==> src/rtl/nes_pkg.sv <==
// ---------------------------------------------------------------------------
// nes_pkg
// Shared definitions for the NES controller receiver:
//   - button bit positions inside the 8-bit button vector
//   - poll FSM state encoding
//   - small helper for sizing counters from the timing parameters
// ---------------------------------------------------------------------------
package nes_pkg;

    // Bit positions in the active-high button vector (controller shift order)
    localparam int BTN_A      = 0;
    localparam int BTN_B      = 1;
    localparam int BTN_SELECT = 2;
    localparam int BTN_START  = 3;
    localparam int BTN_UP     = 4;
    localparam int BTN_DOWN   = 5;
    localparam int BTN_LEFT   = 6;
    localparam int BTN_RIGHT  = 7;

    localparam int NUM_BUTTONS = 8;

    typedef enum logic [2:0] {
        IDLE  = 3'd0,
        LATCH = 3'd1,
        LOW   = 3'd2,
        HIGH  = 3'd3,
        DONE  = 3'd4
    } nes_state_t;

    function automatic int max_int(input int a, input int b);
        return (a > b) ? a : b;
    endfunction

endpackage

==> src/rtl/nes_receiver_if.sv <==
// ---------------------------------------------------------------------------
// nes_receiver_if
// Host-side bundle of the NES receiver (the frame logic that requests polls
// and consumes button state).
//   poll    : single-cycle poll request (frame_end), host -> receiver
//   buttons : 8-bit active-high button state,       receiver -> host
//   valid   : one-cycle pulse when a poll completes, receiver -> host
//   busy    : high while a poll is in progress,      receiver -> host
// Modports: master = host side, slave = receiver side.
// ---------------------------------------------------------------------------
interface nes_receiver_if;
    import nes_pkg::*;

    logic                   poll;
    logic [NUM_BUTTONS-1:0] buttons;
    logic                   valid;
    logic                   busy;

    modport master (
        output poll,
        input  buttons,
        input  valid,
        input  busy
    );

    modport slave (
        input  poll,
        output buttons,
        output valid,
        output busy
    );

endinterface

==> src/rtl/nes_sync.sv <==
// ---------------------------------------------------------------------------
// nes_sync
// Multi-flop synchroniser for the asynchronous controller data line.
// Resets to 1 so that a released/unplugged line reads as "not pressed".
// Ports:
//   clk   : system clock
//   rst_n : synchronous active-low reset
//   d     : asynchronous input
//   q     : synchronised output (STAGES cycles of latency)
// ---------------------------------------------------------------------------
module nes_sync #(
    parameter int STAGES = 2
) (
    input  logic clk,
    input  logic rst_n,
    input  logic d,
    output logic q
);

    logic [STAGES-1:0] stage_reg;
    logic [STAGES-1:0] stage_next;

    genvar gi;
    generate
        for (gi = 0; gi < STAGES; gi++) begin : g_stage
            if (gi == 0) begin : g_first
                assign stage_next[gi] = d;
            end else begin : g_chain
                assign stage_next[gi] = stage_reg[gi-1];
            end
        end
    endgenerate

    always_ff @(posedge clk) begin
        if (!rst_n) begin
            stage_reg <= '1;
        end else begin
            stage_reg <= stage_next;
        end
    end

    assign q = stage_reg[STAGES-1];

endmodule

==> src/rtl/nes_receiver.sv <==
// ---------------------------------------------------------------------------
// nes_receiver
// Polls an NES controller once per request: pulses the latch line, then
// issues 8 shift clocks and samples the serial data (A first). The 8 bits
// are presented as a registered active-high button vector, updated
// atomically when the poll completes.
//
// Parameters:
//   HALF_PERIOD  : clk cycles per nes_clk half period (>= 4)
//   LATCH_CYCLES : clk cycles nes_latch is held high   (>= 4)
// Ports:
//   clk       : system clock
//   rst_n     : synchronous active-low reset
//   host      : nes_receiver_if.slave (poll in; buttons/valid/busy out)
//   nes_data  : serial data from controller, active-low, asynchronous
//   nes_latch : controller latch strobe, active-high
//   nes_clk   : controller shift clock, idles low
//
// Build option: define NES_AGREE_FILTER_EN to only accept a new sample
// into buttons when it matches the sample from the previous completed poll.
// ---------------------------------------------------------------------------
module nes_receiver
    import nes_pkg::*;
#(
    parameter int HALF_PERIOD  = 150,
    parameter int LATCH_CYCLES = 300
) (
    input  logic          clk,
    input  logic          rst_n,
    nes_receiver_if.slave host,
    input  logic          nes_data,
    output logic          nes_latch,
    output logic          nes_clk
);

    localparam int CNT_W = $clog2(max_int(HALF_PERIOD, LATCH_CYCLES));
    localparam logic [CNT_W-1:0] LATCH_LAST = CNT_W'(LATCH_CYCLES - 1);
    localparam logic [CNT_W-1:0] HALF_LAST  = CNT_W'(HALF_PERIOD - 1);

    nes_state_t             state_reg, state_next;
    logic [CNT_W-1:0]       cnt_reg, cnt_next;
    logic [2:0]             bit_reg, bit_next;
    logic [NUM_BUTTONS-1:0] shift_reg;
    logic [NUM_BUTTONS-1:0] buttons_reg;
    logic                   nes_latch_reg;
    logic                   nes_clk_reg;
    logic                   valid_reg;
    logic                   busy_reg;
    logic                   sample_bit;
    logic                   sync_data;
`ifdef NES_AGREE_FILTER_EN
    logic [NUM_BUTTONS-1:0] prev_sample_reg;
`endif

    nes_sync #(.STAGES(2)) u_sync (
        .clk   (clk),
        .rst_n (rst_n),
        .d     (nes_data),
        .q     (sync_data)
    );

    // Next-state logic. The counter restarts from zero on every state change,
    // so it only ever counts up to the length of the current phase.
    always_comb begin
        state_next = state_reg;
        cnt_next   = '0;
        bit_next   = bit_reg;
        sample_bit = 1'b0;
        case (state_reg)
            IDLE: begin
                if (host.poll) begin
                    state_next = LATCH;
                end
            end
            LATCH: begin
                if (cnt_reg == LATCH_LAST) begin
                    state_next = LOW;
                    bit_next   = '0;
                end else begin
                    cnt_next = cnt_reg + 1'b1;
                end
            end
            LOW: begin
                if (cnt_reg == HALF_LAST) begin
                    // Data has been stable for the whole low phase; sample at its end.
                    state_next = HIGH;
                    sample_bit = 1'b1;
                end else begin
                    cnt_next = cnt_reg + 1'b1;
                end
            end
            HIGH: begin
                if (cnt_reg == HALF_LAST) begin
                    if (bit_reg == 3'd7) begin
                        state_next = DONE;
                    end else begin
                        state_next = LOW;
                        bit_next   = bit_reg + 1'b1;
                    end
                end else begin
                    cnt_next = cnt_reg + 1'b1;
                end
            end
            DONE: begin
                // A poll arriving here is dropped, not queued.
                state_next = IDLE;
            end
            default: begin
                state_next = IDLE;
            end
        endcase
    end

    // Outputs are registered from the next state so they line up exactly
    // with the state they describe.
    always_ff @(posedge clk) begin
        if (!rst_n) begin
            state_reg     <= IDLE;
            cnt_reg       <= '0;
            bit_reg       <= '0;
            shift_reg     <= '0;
            buttons_reg   <= '0;
            nes_latch_reg <= 1'b0;
            nes_clk_reg   <= 1'b0;
            valid_reg     <= 1'b0;
            busy_reg      <= 1'b0;
`ifdef NES_AGREE_FILTER_EN
            prev_sample_reg <= '0;
`endif
        end else begin
            state_reg     <= state_next;
            cnt_reg       <= cnt_next;
            bit_reg       <= bit_next;
            nes_latch_reg <= (state_next == LATCH);
            nes_clk_reg   <= (state_next == HIGH);
            valid_reg     <= (state_next == DONE);
            busy_reg      <= (state_next != IDLE);

            // LSB-first: the first bit (A) ends up in bit 0 after 8 shifts.
            if (sample_bit) begin
                shift_reg <= {~sync_data, shift_reg[NUM_BUTTONS-1:1]};
            end

            if (state_next == DONE) begin
`ifdef NES_AGREE_FILTER_EN
                if (shift_reg == prev_sample_reg) begin
                    buttons_reg <= shift_reg;
                end
                prev_sample_reg <= shift_reg;
`else
                buttons_reg <= shift_reg;
`endif
            end
        end
    end

    assign nes_latch    = nes_latch_reg;
    assign nes_clk      = nes_clk_reg;
    assign host.buttons = buttons_reg;
    assign host.valid   = valid_reg;
    assign host.busy    = busy_reg;

endmodule
==> src/flat_wrapper.sv <==
// flat-port wrapper written by rule: the top's interface ports become plain ports
module nes_receiver_flat import nes_pkg::*;
#(
    parameter int HALF_PERIOD  = 150,
    parameter int LATCH_CYCLES = 300
)
  (clk, rst_n, nes_data, nes_latch, nes_clk, host_poll, host_buttons, host_valid, host_busy);
  nes_receiver_if host_i ();
  input  logic clk;
  input  logic rst_n;
  input  logic nes_data;
  output logic nes_latch;
  output logic nes_clk;
  input wire logic [$bits(host_i.poll)-1:0] host_poll;
  output wire logic [$bits(host_i.buttons)-1:0] host_buttons;
  output wire logic [$bits(host_i.valid)-1:0] host_valid;
  output wire logic [$bits(host_i.busy)-1:0] host_busy;
  assign host_i.poll = host_poll;
  assign host_buttons = host_i.buttons;
  assign host_valid = host_i.valid;
  assign host_busy = host_i.busy;
  nes_receiver #(.HALF_PERIOD(HALF_PERIOD), .LATCH_CYCLES(LATCH_CYCLES)) u_core (.clk(clk), .rst_n(rst_n), .host(host_i), .nes_data(nes_data), .nes_latch(nes_latch), .nes_clk(nes_clk));
endmodule
==> config.mk <==
export PLATFORM = sky130hd
export DESIGN_NAME = nes_receiver_flat
export DESIGN_NICKNAME = d
export VERILOG_FILES = /design/src/rtl/nes_pkg.sv /design/src/rtl/nes_receiver_if.sv /design/src/rtl/nes_sync.sv /design/src/rtl/nes_receiver.sv /design/src/flat_wrapper.sv
export SDC_FILE = /design/constraint.sdc
export NUM_CORES = 1
export LEC_CHECK = 0
export ABC_AREA = 1
export CAP_MARGIN = 15
export CORE_UTILIZATION = 50
export CTS_BUF_LIST = sky130_fd_sc_hd__clkbuf_2
export DETAILED_ROUTE_END_ITERATION = 12
export PLACE_DENSITY = 0.7
export SKIP_CTS_REPAIR_TIMING = 1
export SLEW_MARGIN = 40
export SYNTH_ARGS = -nofsm -noshare
export SYNTH_HDL_FRONTEND = slang
export SYNTH_SLANG_ARGS = --single-unit
==> constraint.sdc <==
create_clock -name clk -period 1.9 [get_ports clk]
set_input_delay 0.38 -clock clk [delete_from_list [all_inputs] [get_ports clk]]
set_output_delay 0.38 -clock clk [all_outputs]
set_load 0.01 [all_outputs]
## After elaboration in Yosys (flattened, before gate mapping)

Index checks and enable logic that the tools add are counted.

| word-level totals | value |
|---|---|
| output and inout port bits | 12 |
| input bits | 4 |
| register bits | 37 |
| word-level logic and storage cells | 45 |

| cells by class | value |
|---|---|
| bitwise operators | 1 |
| add/sub/neg operators | 2 |
| multiplexer cells | 15 |
| equality and inequality tests | 12 |
| reductions and logical operators | 5 |

Operators with widths:

| cell | number |
|---|---|
| 2-to-1 mux 3 bit | 8 |
| 2-to-1 mux 9 bit | 2 |
| one-hot mux 9 bit (2 select lines) | 1 |
| one-hot mux 3 bit (4 select lines) | 1 |
| adder 9 x 1 -> 9 bit, second input constant | 1 |
| equality test 3 x 2 -> 1 bit, second input constant | 3 |
| equality test 9 x 8 -> 1 bit, second input constant | 1 |
| equality test 9 bit, second input constant | 1 |
| equality test 3 x 1 -> 1 bit, second input constant | 2 |
| equality test 3 bit, second input constant | 2 |
| one-hot mux 3 bit (2 select lines) | 1 |
| != test 2 x 1 -> 1 bit, second input constant | 2 |
| AND reduction 4 bit | 1 |
| adder 3 x 1 -> 3 bit, second input constant | 1 |
| logical NOT 3 bit | 1 |
| nonzero test 3 bit | 1 |
| 2-to-1 mux 1 bit | 2 |
| != test 2 bit, second input constant | 1 |
| nonzero test 2 bit | 1 |
| OR reduction 2 bit | 1 |
| NOT 1 bit | 1 |

## Longest topological paths before layout

Gate-level depths: netlist of the first run.

| depth | value |
|---|---|
| depth after elaboration | 5 |
| depth in mapped cells | 11 |
| gate-level depth less buffers | 11 |

## By module

Synthesis of the first run repeated with hierarchy kept, for this count alone.

| second synthesis, totals | value |
|---|---|
| cells, all modules | 198 |
| area, all modules | 1619.1 µm² |

Modules (own cells, without submodules):

| module | cells an instance | times used | area an instance (µm²) | seq. area each (µm²) |
|---|---|---|---|---|
| nes_receiver | 192 | 1 | 1564.0 | 700.7 |
| nes_sync | 6 | 1 | 55.1 | 40.0 |

## Least setup slack after synthesis of the first run

No wires, ideal clock.

| path | value |
|---|---|
| path type | register to register |
| from | register u_core.bit_reg[0] |
| to | register u_core.busy_reg, in the netlist u_core.host.busy |
| arrival | 1.234 ns |
| setup slack | 0.553 ns |
| stages on the path, launching flop included | 10 |
| buffers on the path | 1 |
| setup time | 0.112 ns |
| required time | 1.788 ns |
| period minus slack after synthesis | 1.347 ns |
| path through | dfxtp_1 > ha_1 > ha_1 > inv_1 > nor2_8 > nand2_2 > buf_6 > nand4_1 > nand2_1 > nand2_1 |

| on the way | value |
|---|---|
| word-level cells in the longest chain between the ends | 5 |

RTL lines:

| element | line | source |
|---|---|---|
| start: declaration | nes_receiver.sv:42 | `logic [2:0] bit_reg, bit_next;` |
| start signal: assignment | nes_receiver.sv:133 | `bit_reg <= bit_next;` |
| equality test 3 bit | nes_receiver.sv:94 | `if (bit_reg == 3'd7) begin` |
| 2-to-1 mux 3 bit | nes_receiver.sv:94 |  |
| 2-to-1 mux 3 bit | nes_receiver.sv:93 | `if (cnt_reg == HALF_LAST) begin` |
| one-hot mux 3 bit (4 select lines) | nes_receiver.sv:69 | `case (state_reg)` |
| nonzero test 3 bit | nes_receiver.sv:137 | `busy_reg <= (state_next != IDLE);` |
| end signal: assignment | nes_receiver.sv:137 |  |
| end: declaration | nes_receiver.sv:48 | `logic busy_reg;` |

Every way passes these cells.
A chain may end at the register's enable or synchronous reset.

## Final worst setup path of the first run

| path | value |
|---|---|
| from | register u_core.buttons_reg[7], in the netlist u_core.host.buttons[7] |
| to | output host_buttons[7] |

RTL lines:

| element | line | source |
|---|---|---|
| start: declaration | nes_receiver.sv:44 | `logic [NUM_BUTTONS-1:0] buttons_reg;` |
| start signal: assignment | nes_receiver.sv:151 | `buttons_reg <= shift_reg;` |
| end: declaration | flat_wrapper.sv:15 | `output wire logic [$bits(host_i.buttons)-1:0] host_buttons;` |

No word-level cell between the ends.

==> impl_metrics.tcl, run 1 <==
set metrics [dict create \
    status "finished, final reports clean" \
    r2r_cells 9 \
    drv_slew 0 \
    dieWidth_um 58.82 \
    drt_pass1_iterations 4 \
    power-per-cell-area_nw_per_um2 791.4 \
    cts-root-buf "clkbuf_2" \
    fin_worst_skew_ns 0.03386 \
    arrival_ns 1.35 \
    hold_path.startpoint "u_core.u_sync.stage_reg[0]" \
    crit_family "buffers and inverters" \
    crit_type "flop to output pin" \
    area_growth_pct 16.12 \
    core_um2 3053 \
    drtIter0Drc 61 \
    period_share_pct 90.84 \
    die_height_um 58.82 \
    max_slew_margin_pct 76.74 \
    clk_pin_slew_worst_paths_ns 0.22 \
    grt-ovfl-total 0 \
    num_rows 20 \
    gp_congestion 0.7924 \
    holdPathStages 1 \
    min_path_type "flop to flop" \
    worst_slew_pin_slew_ns 0.3477 \
    clk_latency_ns 0.40 \
    worstSetupStartpointType "flop" \
    syn_inst 206 \
    grt_pass1_wl_um 5043 \
    antenna_found_initial 0 \
    synth-seq-cells 37 \
    num_antenna_cells 0 \
    dieArea_um2 3459 \
    placed_cell_area_um2 1780 \
    clock_sinks 37 \
    cp_num_buf_inv 1 \
    drt_wl_total_um 3032 \
    crit_path_cell_trace "clkdlybuf4s50_1" \
    critPathRequiredTime_ns 1.52 \
    setup_viol 0 \
    synth_warnings 0 \
    cap_violations 0 \
    cts-htree-levels 2 \
    fmax_mhz 579.4 \
    port_buffers 15 \
    final.setup.tns_ns 0 \
    critPathMaxStageDelay_ns 0.55 \
    syn_nets 214 \
    vias 1326 \
    clockBufferDepth 2 \
    ys_seq_area_share_pct 45.89 \
    timing.reg2reg.setup_slack_ns 0.31 \
    cp-end-kind "output pin" \
    netlist_area_um2 1614 \
    rsz0062_at_grt "false" \
    rr_startpoint "u_core.cnt_reg[0]" \
    startpoint "u_core.host.buttons[7]" \
    crit_slowest_cell "clkdlybuf4s50_1" \
    drc 0 \
    finalHoldViolCount 0 \
    antenna_left 0 \
    ys_types 24 \
    grt_pass1_vias 1188 \
    grt_max_degree 17 \
    io_pins 16 \
    grtUsageTotal_pct 19.92 \
    final_area_um2 1874 \
    largest_register_ffs 9 \
    dp_hpwl_um 2171 \
    cts_tree "done" \
    rr_endpoint "u_core.host.busy" \
    period_needed_ns 1.726 \
    cp_max_fo 2 \
    hold_end "u_core.u_sync.stage_reg[1]" \
    leakage_nw 0.8181 \
    vdd_drop_max_uv 559.1 \
    drive_gt1_share_pct 9.778 \
    start_util_pct 52.87 \
    total_power_mw 1.483 \
    cts-buffers-inserted 5 \
    avgViaCountPerCell 4.929 \
    routedWlPerCell_um 11.27 \
    avgSynthCellArea_um2 7.835 \
    final_nets 232 \
]
[placed cells by master, fill, tap and decap left out]
master	n
bufinv_16	2
inv_6	1
nor2_8	1
clkdlybuf4s50_1	15
xor2_1	6
clkbuf_2	5
ha_1	4
nand3_2	1
buf_4	2
o21ai_1	5
nand3_1	7
nand4_1	2
nor2_2	1
dfxtp_1	37
a22oi_1	2
nor2_1	33
nand3b_1	3
o21ai_0	12
inv_1	27
nand2_1	29
nand2_2	3
a21oi_1	19
nand2_4	1
nor2_4	2
nor3_1	2
or2_2	3
[area by class of cell]
type / instances / area [um^2]
inverters: 27 / 101.3
multi-input cells: 136 / 718.2
clock buffers: 5 / 25.02
flip-flops and latches: 37 / 740.7
well taps: 44 / 55.05
repair buffers: 17 / 165.2
clock inverters: 3 / 68.82
fillers: 289 / 1179
[cell usage after synthesis]
master	number	area share (%)
buf_2	1	0.31
dfxtp_1	37	46
nor2_4	2	1.4
nand2_1	29	6.7
a21oi_1	19	5.9
nand2_4	1	0.70
o21ai_1	5	1.6
nand3b_1	3	1.4
xor2_1	6	3.3
or2_2	3	1.2
nand3_2	1	0.62
buf_1	1	0.23
inv_1	27	6.3
nor2_2	1	0.39
nand2_2	3	1.2
nor2_8	1	1.2
buf_6	4	2.8
ha_1	4	3.1
nor3_1	2	0.62
nand3_1	7	2.2
o21ai_0	12	3.7
nor2_1	33	7.7
a22oi_1	2	0.93
nand4_1	2	0.78
[cells by family after synthesis]
group / Yosys count / synth area share [%]
compound gates: 38 / 12.09
flops: 37 / 45.89
fa+ha+maj: 4 / 3.101
buf+inv: 33 / 9.612
simple gates: 88 / 26.05
xor+xnor: 6 / 3.256
[worst max-delay path by stage]
| stage | slack, ns | endpoint | depth (start not counted) |
|---|---|---|---|
| 2_1_floorplan | 0.55 | u_core.host.busy | 9 |
| 3_3_place_gp | 0.29 | u_core.u_sync.stage_reg[1] | 3 |
| 3_5_place_dp | 0.25 | u_core.cnt_reg[2] | 3 |
| 4_1_cts | 0.15 | host_buttons[7] | 1 |
| 5_1_grt | 0.1 | host_buttons[7] | 1 |
| 6_report | 0.17 | host_buttons[7] | 1 |
[per-stage QoR]
step	instances	setup slack (ns)	hold WS, ns	utilization (%)
after CTS	269	0.1534	0.4387	61.39
final	269	0.1740	0.4314	61.39
after global placement	261	0.2900	0.3996	58.32
after detailed placement	261	0.2526	0.4070	58.32
after global routing	269	0.09516	0.4352	61.39
after floorplan	206	0.5535	0.3925	-
[power by group]
part / internal [mW] / switching, mW
logic: 0.0235 / 0.0290
registers: 0.787 / 0.00541
clock network: 0.359 / 0.280
[layer usage]
metal / vias to the layer above / routed length, um / track usage, %
li1: 687 / - / -
met1: 613 / 1420 / 24.66
met2: 24 / 1471 / 31.33
met3: 2 / 121 / 7.912
met4: 0 / 19 / 7.143
met5: - / 0 / 0
Note: power is estimated with default switching activity, not from simulation.
==> run 2, diff against run 1 <==
--- a/config.mk
+++ b/config.mk
@@ -7,6 +7,7 @@
 export LEC_CHECK = 0
 export ABC_AREA = 1
 export CAP_MARGIN = 15
+export CORE_MARGIN = 8
 export CORE_UTILIZATION = 50
 export CTS_BUF_LIST = sky130_fd_sc_hd__clkbuf_2
 export DETAILED_ROUTE_END_ITERATION = 12
==> impl_metrics.tcl, run 2 (synthesized netlist as in run 1, its figures left out) <==
set metrics [dict create \
    crit_slowest_cell "clkdlybuf4s50_1" \
    cts_tree "done" \
    die_height_um 72.82 \
    start_util_pct 52.87 \
    arrival_ns 1.31 \
    cts-htree-levels 2 \
    area_growth_pct 13.80 \
    vias 1277 \
    crit_type "flop to output pin" \
    cts-buffers-inserted 5 \
    power-per-cell-area_nw_per_um2 717.2 \
    cap_violations 0 \
    avgViaCountPerCell 4.765 \
    grt_pass1_wl_um 5368 \
    rsz0062_at_grt "false" \
    status "finished, final reports clean" \
    antenna_found_initial 0 \
    drv_slew 0 \
    grtUsageTotal_pct 12.88 \
    largest_register_ffs 9 \
    cts-root-buf "clkbuf_2" \
    critPathRequiredTime_ns 1.52 \
    holdPathStages 1 \
    rr_endpoint "u_core.cnt_reg[8]" \
    final_cell_mix "37 x dfxtp_1, 33 x nor2_1, 29 x nand2_1" \
    core_um2 3053 \
    n_fill_cell 294 \
    dp_hpwl_um 2225 \
    clk_latency_ns 0.38 \
    clk_pin_slew_worst_paths_ns 0.19 \
    drc 0 \
    num_rows 20 \
    grt-ovfl-total 0 \
    io_pins 16 \
    fin_worst_skew_ns 0.01849 \
    cp-end-kind "output pin" \
    r2r_cells 8 \
    drive_gt1_share_pct 8.929 \
    grt_max_degree 17 \
    hold_end "u_core.u_sync.stage_reg[1]" \
    crit_family "buffers and inverters" \
    dieArea_um2 5302 \
    num_antenna_cells 0 \
    clockBufferDepth 2 \
    vdd_drop_max_uv 400.8 \
    antenna_left 0 \
    gp_congestion 0.8720 \
    setup_viol 0 \
    timing.reg2reg.setup_slack_ns 0.21 \
    clock_sinks 37 \
    grt_pass1_vias 1229 \
    worst_slew_pin_slew_ns 0.3400 \
    min_path_type "flop to flop" \
    period_share_pct 88.96 \
    drtIter0Drc 101 \
    final_common_cell "dfxtp_1" \
    routedWlPerCell_um 11.45 \
    dieWidth_um 72.82 \
    period_needed_ns 1.690 \
    multi_input_area_um2 718.2 \
    final.setup.tns_ns 0 \
    final.setup.worst_slack_ns 0.2097 \
    cp_max_fo 2 \
    final_nets 231 \
    pre_cts_ws_ns 0.2441 \
    worstSetupStartpointType "flop" \
    startpoint "u_core.host.buttons[7]" \
    drt_pass1_iterations 4 \
    port_buffers 15 \
    fmax_mhz 591.6 \
    hold_path.startpoint "u_core.u_sync.stage_reg[0]" \
    rr_startpoint "u_core.cnt_reg[0]" \
    crit_path_cell_trace "clkdlybuf4s50_1" \
    critPathMaxStageDelay_ns 0.55 \
    ff_latch_area_um2 740.7 \
    finalHoldViolCount 0 \
    cp_num_buf_inv 1 \
    max_slew_margin_pct 77.28 \
    leakage_nw 0.7997 \
    drt_wl_total_um 3069 \
]
## run 2: cell count changes in the layout (fill, tap and decap cells not counted)
cell       previous run  this run
inv_6                 1         0
clkinv_1              0         1
bufinv_16             2         1
buf_4                 2         1
clkbuf_2              5         6
## run 2: power breakdown
part           internal, mW  switching [mW]
Combinational        0.0237          0.0296
Clock                 0.225           0.248
Sequential            0.786         0.00508
Total                  1.03           0.283
## run 2: area by class of cell
type / instances / share of cell area, %
Sequential cell: 37 / 40.33
Multi-Input combinational cell: 136 / 39.10
Timing Repair Buffer: 16 / 8.583
Inverter: 27 / 5.518
Tap cell: 44 / 2.997
Clock inverter: 2 / 1.839
Clock buffer: 6 / 1.635
## run 2: per-stage QoR
step | utilization [%] | hold WS, ns | instances | total power [mW] | instance area [um^2]
after detailed placement | 58.07 | 0.4141 | 260 | 0.8602 | 1773
after CTS | 60.16 | 0.4552 | 268 | 1.332 | 1837
final | 60.16 | 0.4496 | 268 | 1.317 | 1837
after global placement | 58.07 | 0.3994 | 260 | 0.8588 | 1773
after floorplan | - | 0.3925 | 206 | 0.8371 | 1614
after global routing | 60.16 | 0.4632 | 268 | 1.372 | 1837
## run 2: worst max path at each step
stage	to	cells past startpoint	slack, ns
after floorplan	u_core.host.busy	9	0.55
after global placement	u_core.cnt_reg[8]	8	0.27
after detailed placement	u_core.cnt_reg[8]	8	0.24
after CTS	host_buttons[7]	1	0.17
after global routing	u_core.host.buttons[6]	8	0.06
final	host_buttons[7]	1	0.21
## run 2: per-layer routing
metal / vias up / GRT usage (%) / share of wire (%)
li1: 685 / - / -
met1: 560 / 16.92 / 51
met2: 26 / 17.99 / 42
met3: 6 / 5.220 / 5.9
met4: 0 / 5.333 / 1.4
met5: - / 0 / 0
